`src/rtl/pipeline_hazard_ctrl.sv`:
```
// rtl/pipeline_hazard_ctrl.sv - stall/flush control for the F/D/E/M pipeline registers
//
// Purpose
//   Drives the enable (advance) and clear (bubble) pins of the pipeline
//   registers. It resolves three kinds of hazard:
//     - taken-branch redirects, which flush Decode and Execute
//     - multi-cycle MDU (mult/div) ops, which freeze the pipeline for
//       MDU_LAT cycles using a small FSM and a wait counter
//     - load-use hazards, which stall Fetch/Decode and bubble Execute
//   for one cycle
//
// Optional feature
//   HAZ_PERF_CNT_EN : when defined, builds a 32-bit counter of cycles with
//                     en_F==0. When undefined, stall_cycles reads 0.
//
// Parameters
//   REG_ADDR_W : register-file address width
//   MDU_LAT    : total freeze cycles per MDU op, start cycle included
//                (legal range 1..2**CNT_W)
//   CNT_W      : MDU wait counter width
//
// Ports
//   clk, rst_n          clock (rising edge) and synchronous active-low reset
//   rs_D, rt_D          source registers of the instruction in Decode
//   rt_E                destination of the load in Execute
//   mem_to_reg_E        the instruction in Execute is a load
//   branch_taken_E      branch/jump resolved taken in Execute
//   mdu_start_E         MDU op enters Execute (1-cycle pulse)
//   en_F, en_D, en_E    pipeline register enables (1 = advance)
//   clr_D, clr_E, clr_M pipeline register clears (1 = bubble)
//   mdu_busy            FSM is in MDU_WAIT
//   err_conflict        sticky: branch and MDU start were seen in the same cycle
//   stall_cycles        performance counter of stalled fetch cycles

module pipeline_hazard_ctrl #(
    parameter int REG_ADDR_W = 5,
    parameter int MDU_LAT    = 4,
    parameter int CNT_W      = 3
) (
    input  logic                  clk,
    input  logic                  rst_n,
    input  logic [REG_ADDR_W-1:0] rs_D,
    input  logic [REG_ADDR_W-1:0] rt_D,
    input  logic [REG_ADDR_W-1:0] rt_E,
    input  logic                  mem_to_reg_E,
    input  logic                  branch_taken_E,
    input  logic                  mdu_start_E,
    output logic                  en_F,
    output logic                  en_D,
    output logic                  en_E,
    output logic                  clr_D,
    output logic                  clr_E,
    output logic                  clr_M,
    output logic                  mdu_busy,
    output logic                  err_conflict,
    output logic [31:0]           stall_cycles
);

    localparam logic [0:0] RUN      = 1'b0;
    localparam logic [0:0] MDU_WAIT = 1'b1;

    // The start cycle is spent in RUN, so the wait state covers MDU_LAT-1
    // cycles; cnt counts down to 0 and the last wait cycle is cnt==0.
    localparam logic [CNT_W-1:0] CNT_LOAD =
        (MDU_LAT > 1) ? CNT_W'(MDU_LAT - 2) : '0;

    logic [0:0]       state;
    logic [CNT_W-1:0] cnt;
    logic             load_use;

    // Register 0 is hard-wired to zero, so a load into it creates no hazard.
    assign load_use = mem_to_reg_E && (rt_E != '0) &&
                      ((rt_E == rs_D) || (rt_E == rt_D));

    always_comb begin
        en_F     = 1'b1;
        en_D     = 1'b1;
        en_E     = 1'b1;
        clr_D    = 1'b0;
        clr_E    = 1'b0;
        clr_M    = 1'b0;
        mdu_busy = 1'b0;
        // While rst_n is low the outputs keep their idle values, so a
        // reset arriving mid-wait releases the pipeline at once.
        if (rst_n) begin
            if (state == MDU_WAIT) begin
                // Execute is frozen, so any other request is ignored.
                en_F     = 1'b0;
                en_D     = 1'b0;
                en_E     = 1'b0;
                clr_M    = 1'b1;
                mdu_busy = 1'b1;
            end else if (branch_taken_E) begin
                // Flushing Decode also removes any load-use dependent.
                clr_D = 1'b1;
                clr_E = 1'b1;
            end else if (mdu_start_E) begin
                en_F  = 1'b0;
                en_D  = 1'b0;
                en_E  = 1'b0;
                clr_M = 1'b1;
            end else if (load_use) begin
                en_F  = 1'b0;
                en_D  = 1'b0;
                clr_E = 1'b1;
            end
        end
    end

    always_ff @(posedge clk) begin
        if (!rst_n) begin
            state        <= RUN;
            cnt          <= '0;
            err_conflict <= 1'b0;
        end else begin
            case (state)
                RUN: begin
                    if (branch_taken_E) begin
                        // The redirect wins; a simultaneous MDU start is dropped.
                        if (mdu_start_E) begin
                            err_conflict <= 1'b1;
                        end
                    end else if (mdu_start_E && (MDU_LAT > 1)) begin
                        state <= MDU_WAIT;
                        cnt   <= CNT_LOAD;
                    end
                end
                MDU_WAIT: begin
                    if (cnt == '0) begin
                        state <= RUN;
                    end else begin
                        cnt <= cnt - 1'b1;
                    end
                end
                default: begin
                    state <= RUN;
                end
            endcase
        end
    end

`ifdef HAZ_PERF_CNT_EN
    logic [31:0] stall_cnt;

    always_ff @(posedge clk) begin
        if (!rst_n) begin
            stall_cnt <= '0;
        end else if (!en_F) begin
            stall_cnt <= stall_cnt + 32'd1;
        end
    end

    assign stall_cycles = stall_cnt;
`else
    assign stall_cycles = 32'd0;
`endif

endmodule

```
`config.mk`:
```
export PLATFORM = sky130hd
export DESIGN_NAME = pipeline_hazard_ctrl
export DESIGN_NICKNAME = d
export VERILOG_FILES = /design/src/rtl/pipeline_hazard_ctrl.sv
export SDC_FILE = /design/constraint.sdc
export NUM_CORES = 1
export LEC_CHECK = 0
export BUFFER_PORTS_ARGS = -buffer_cell sky130_fd_sc_hd__buf_2
export CAP_MARGIN = 15
export CORE_MARGIN = 4
export CORE_UTILIZATION = 37
export CTS_CLUSTER_DIAMETER = 40
export DETAILED_ROUTE_END_ITERATION = 10
export GPL_TIMING_DRIVEN = 0
export PLACE_DENSITY = 0.92
export SETUP_SLACK_MARGIN = 0.05
export SLEW_MARGIN = 20
export SYNTH_ARGS = -nofsm -noshare
export SYNTH_HDL_FRONTEND = slang
export SYNTH_SLANG_ARGS = --single-unit
```
`constraint.sdc`:
```
create_clock -name clk -period 1.8 [get_ports clk]
set_input_delay 0.18 -clock clk [delete_from_list [all_inputs] [get_ports clk]]
set_output_delay 0.18 -clock clk [all_outputs]
set_load 0.01 [all_outputs]
```
==> results.ini <==
[detailed_routing]
finalWirelength_microns=1480
drc=0
first_pass_iters=4
wl_per_cell_microns=8.64
drtIter0Drc=1
vias=627
viasPerCell=3.67
antenna_left=0

[clocking]
path_clk_slew_ns=0.04
htree_levels=1
ctsLongestPathBuffers=2
cts_sinks=5
cts_tree=yes
cts_hold_buffers=0
postCtsResizedCells=0
post-cts-setup-buffers=0
cts_buffers=3
cts-root-buf=clkbuf_4
clk_latency_ns=0.24

[worst_setup_path]
slowest_delay_ns=0.54
reg2reg_from=cnt[0]
crit_path_end_kind=output pin
path_cells=buf_2 > or4_1 > o21ai_2 > nor2_1 > a21oi_2 > buf_4 > buf_2
setup.worst_path.start=rt_E[1]
path_delay_family=simple AND/OR/NAND/NOR gates
cp_slowest_cell=or4_1
path_buf_inv=3
crit_type=input pin to output pin
cp_max_fo=3
cp_common_cell=buf_2
cp.required_ns=1.62
start_kind=input pin
critical_path_arrival_ns=1.45

[grt]
first_global_vias=594
use_met1=0.106
antenna_found_initial=0
grt.total_usage=0.114
grt_max_degree=11
grt_pass1_wl_microns=2220
grt.busiest_layer=met2
grt_util_met2=0.233
use_met3=0.0119
grt-ovfl-total=0

[placement]
place_area_sq_um=947
portBuffers=27
gp_congestion=0.735
hpwl_microns=1370
place_ws_ns=0.113

[synth]
ys_ff_latch=5
netlist_area_sq_um=664
yosysSeqAreaShare=0.151
synth_top_area_cell=buf_4
synthCells=84
yosys_warnings=0
synth_top_area_frac=0.373
syn_area_per_cell_sq_um=7.91
ys_types=26
synthTopCellsByArea=buf_4 37%, dfxtp_1 15%, xnor2_1 15%

[worst_hold_path]
hp-start=mdu_start_E
worst_hold_path_type=input pin to flip-flop

[power]
p_leak_nw=0.574
p_total_w=0.000444
ir_worst_vdd_v=0.000341
powerDensity_nw_per_um2=454

[die]
io_pins=60
fp.dieH_microns=50.4
rows=15
die_area_sq_um=2540
die_x_microns=50.4
core_area_sq_um=1710
start_util=0.389

[cells_and_area]
ff_latch_area_sq_um=100
multi_input_area_sq_um=418
antennaDiodeCount=0
drive_gt1_frac=0.452
area_growth_pct=47.1
stdcell_area_sq_um=977
nFillCells=156
fin_nets=169

[run_status]
outcome=finished, final reports clean

[sta]
fin_setup_tns_ns=0
clock-skew-final_ns=0.00102
period_share=0.907
fmax_mhz=613
setup_slack_ns=0.168
rsz0062_at_grt=no
drv_slew=0
hold_viol=0
timing.hold.ws_ns=0.179
fin_crit_ns=1.63
setup_viol=0

[flow_run]
cap_violations=0

[stage by stage]
stage | util | cells
2_1_floorplan | - | 115
3_3_place_gp | 0.555 | 167
3_5_place_dp | 0.555 | 167
4_1_cts | 0.570 | 171
5_1_grt | 0.572 | 171
6_report | 0.572 | 171
[power breakdown]
part | switching (W) | leakage (nW) | internal, W
combinational | 0.0000920 | 0.518 | 0.000101
sequential | 0.00000437 | 0.0409 | 0.000117
clock | 0.0000451 | 0.0150 | 0.0000838
[final cells by class]
type,count,share of cell area
Multi-Input combinational cell,72,0.428
Buffer,33,0.254
Tap cell,25,0.0320
Inverter,5,0.0192
Timing Repair Buffer,27,0.138
Sequential cell,5,0.102
Clock buffer,4,0.0269
[synthesized netlist by cell type]
library cell and number:
nand3_1 2, nor4b_1 1, conb_1 1, nor2b_1 1, o211ai_1 1, nand2_1 2
o21ai_0 3, dfxtp_1 5, or4_1 1, and3_1 2, o21ai_2 1, nor2_1 2
nand2b_1 1, o22ai_1 1, xnor2_1 11, and2_1 1, mux2_2 1, a21oi_1 1
inv_1 5, ha_1 2, a21boi_0 2, buf_4 33, o21a_1 1, nor3b_1 1
a21o_1 1, a22o_1 1
[worst paths after layout]
kind                  endpoint  slack, ns  cells past startpoint
setup / recovery          en_F       0.17                      7
hold / removal    err_conflict       0.18                      2
setup reg to reg        cnt[1]       0.26                      6
hold reg to reg   err_conflict       0.48                      1
[worst register-to-register path: stages (launching register included)]
cell	delay, ns
dfxtp_1	0.31
inv_1	0.08
ha_1	0.15
inv_1	0.05
o21ai_0	0.36
mux2_2	0.38
a21boi_0	0.14
[routing by layer]
layer	wire length, microns	share of wire
met2	826	0.56
met5	0	0
met3	162	0.11
met4	19	0.013
met1	470	0.32
[cell usage in the layout (no fill, tap or decap)]
master,n
nor2_1,2
ha_1,2
nor3b_1,1
a22o_1,1
a21oi_2,1
o21a_1,1
inv_1,5
o21ai_1,1
a21o_1,1
o211ai_1,1
nand3_1,2
o22ai_1,1
nor4b_1,1
and2_1,1
buf_2,27
clkbuf_1,1
xnor2_1,11
o21ai_0,2
o21ai_2,1
mux2_2,1
or4_1,1
nand2b_1,1
and3_1,2
nand2_1,2
buf_4,33
nor2b_1,1
conb_1,32
dfxtp_1,5
a21boi_0,2
clkbuf_4,3
[cell families (layout without fill, tap and decap cells)]
| logic type | count (synthesis) | in the layout | synth area share |
|---|---|---|---|
| AO/OA/AOI/OAI | 12 | 12 | 0.122 |
| XOR/XNOR | 11 | 11 | 0.145 |
| adder cells (fa/ha/maj) | 2 | 2 | 0.0377 |
| buffers and inverters | 38 | 69 | 0.401 |
| flip-flops | 5 | 5 | 0.151 |
| multiplexers | 1 | 1 | 0.0169 |
| other | 1 | 32 | 0.00564 |
| AND/OR/NAND/NOR | 14 | 14 | 0.121 |
[registers in the layout (all words and copies together) (netlist names)]
| name | count |
|---|---|
| err_conflict | 1 |
| cnt | 3 |
| state | 1 |
Note: power is estimated with default switching activity, not from simulation.
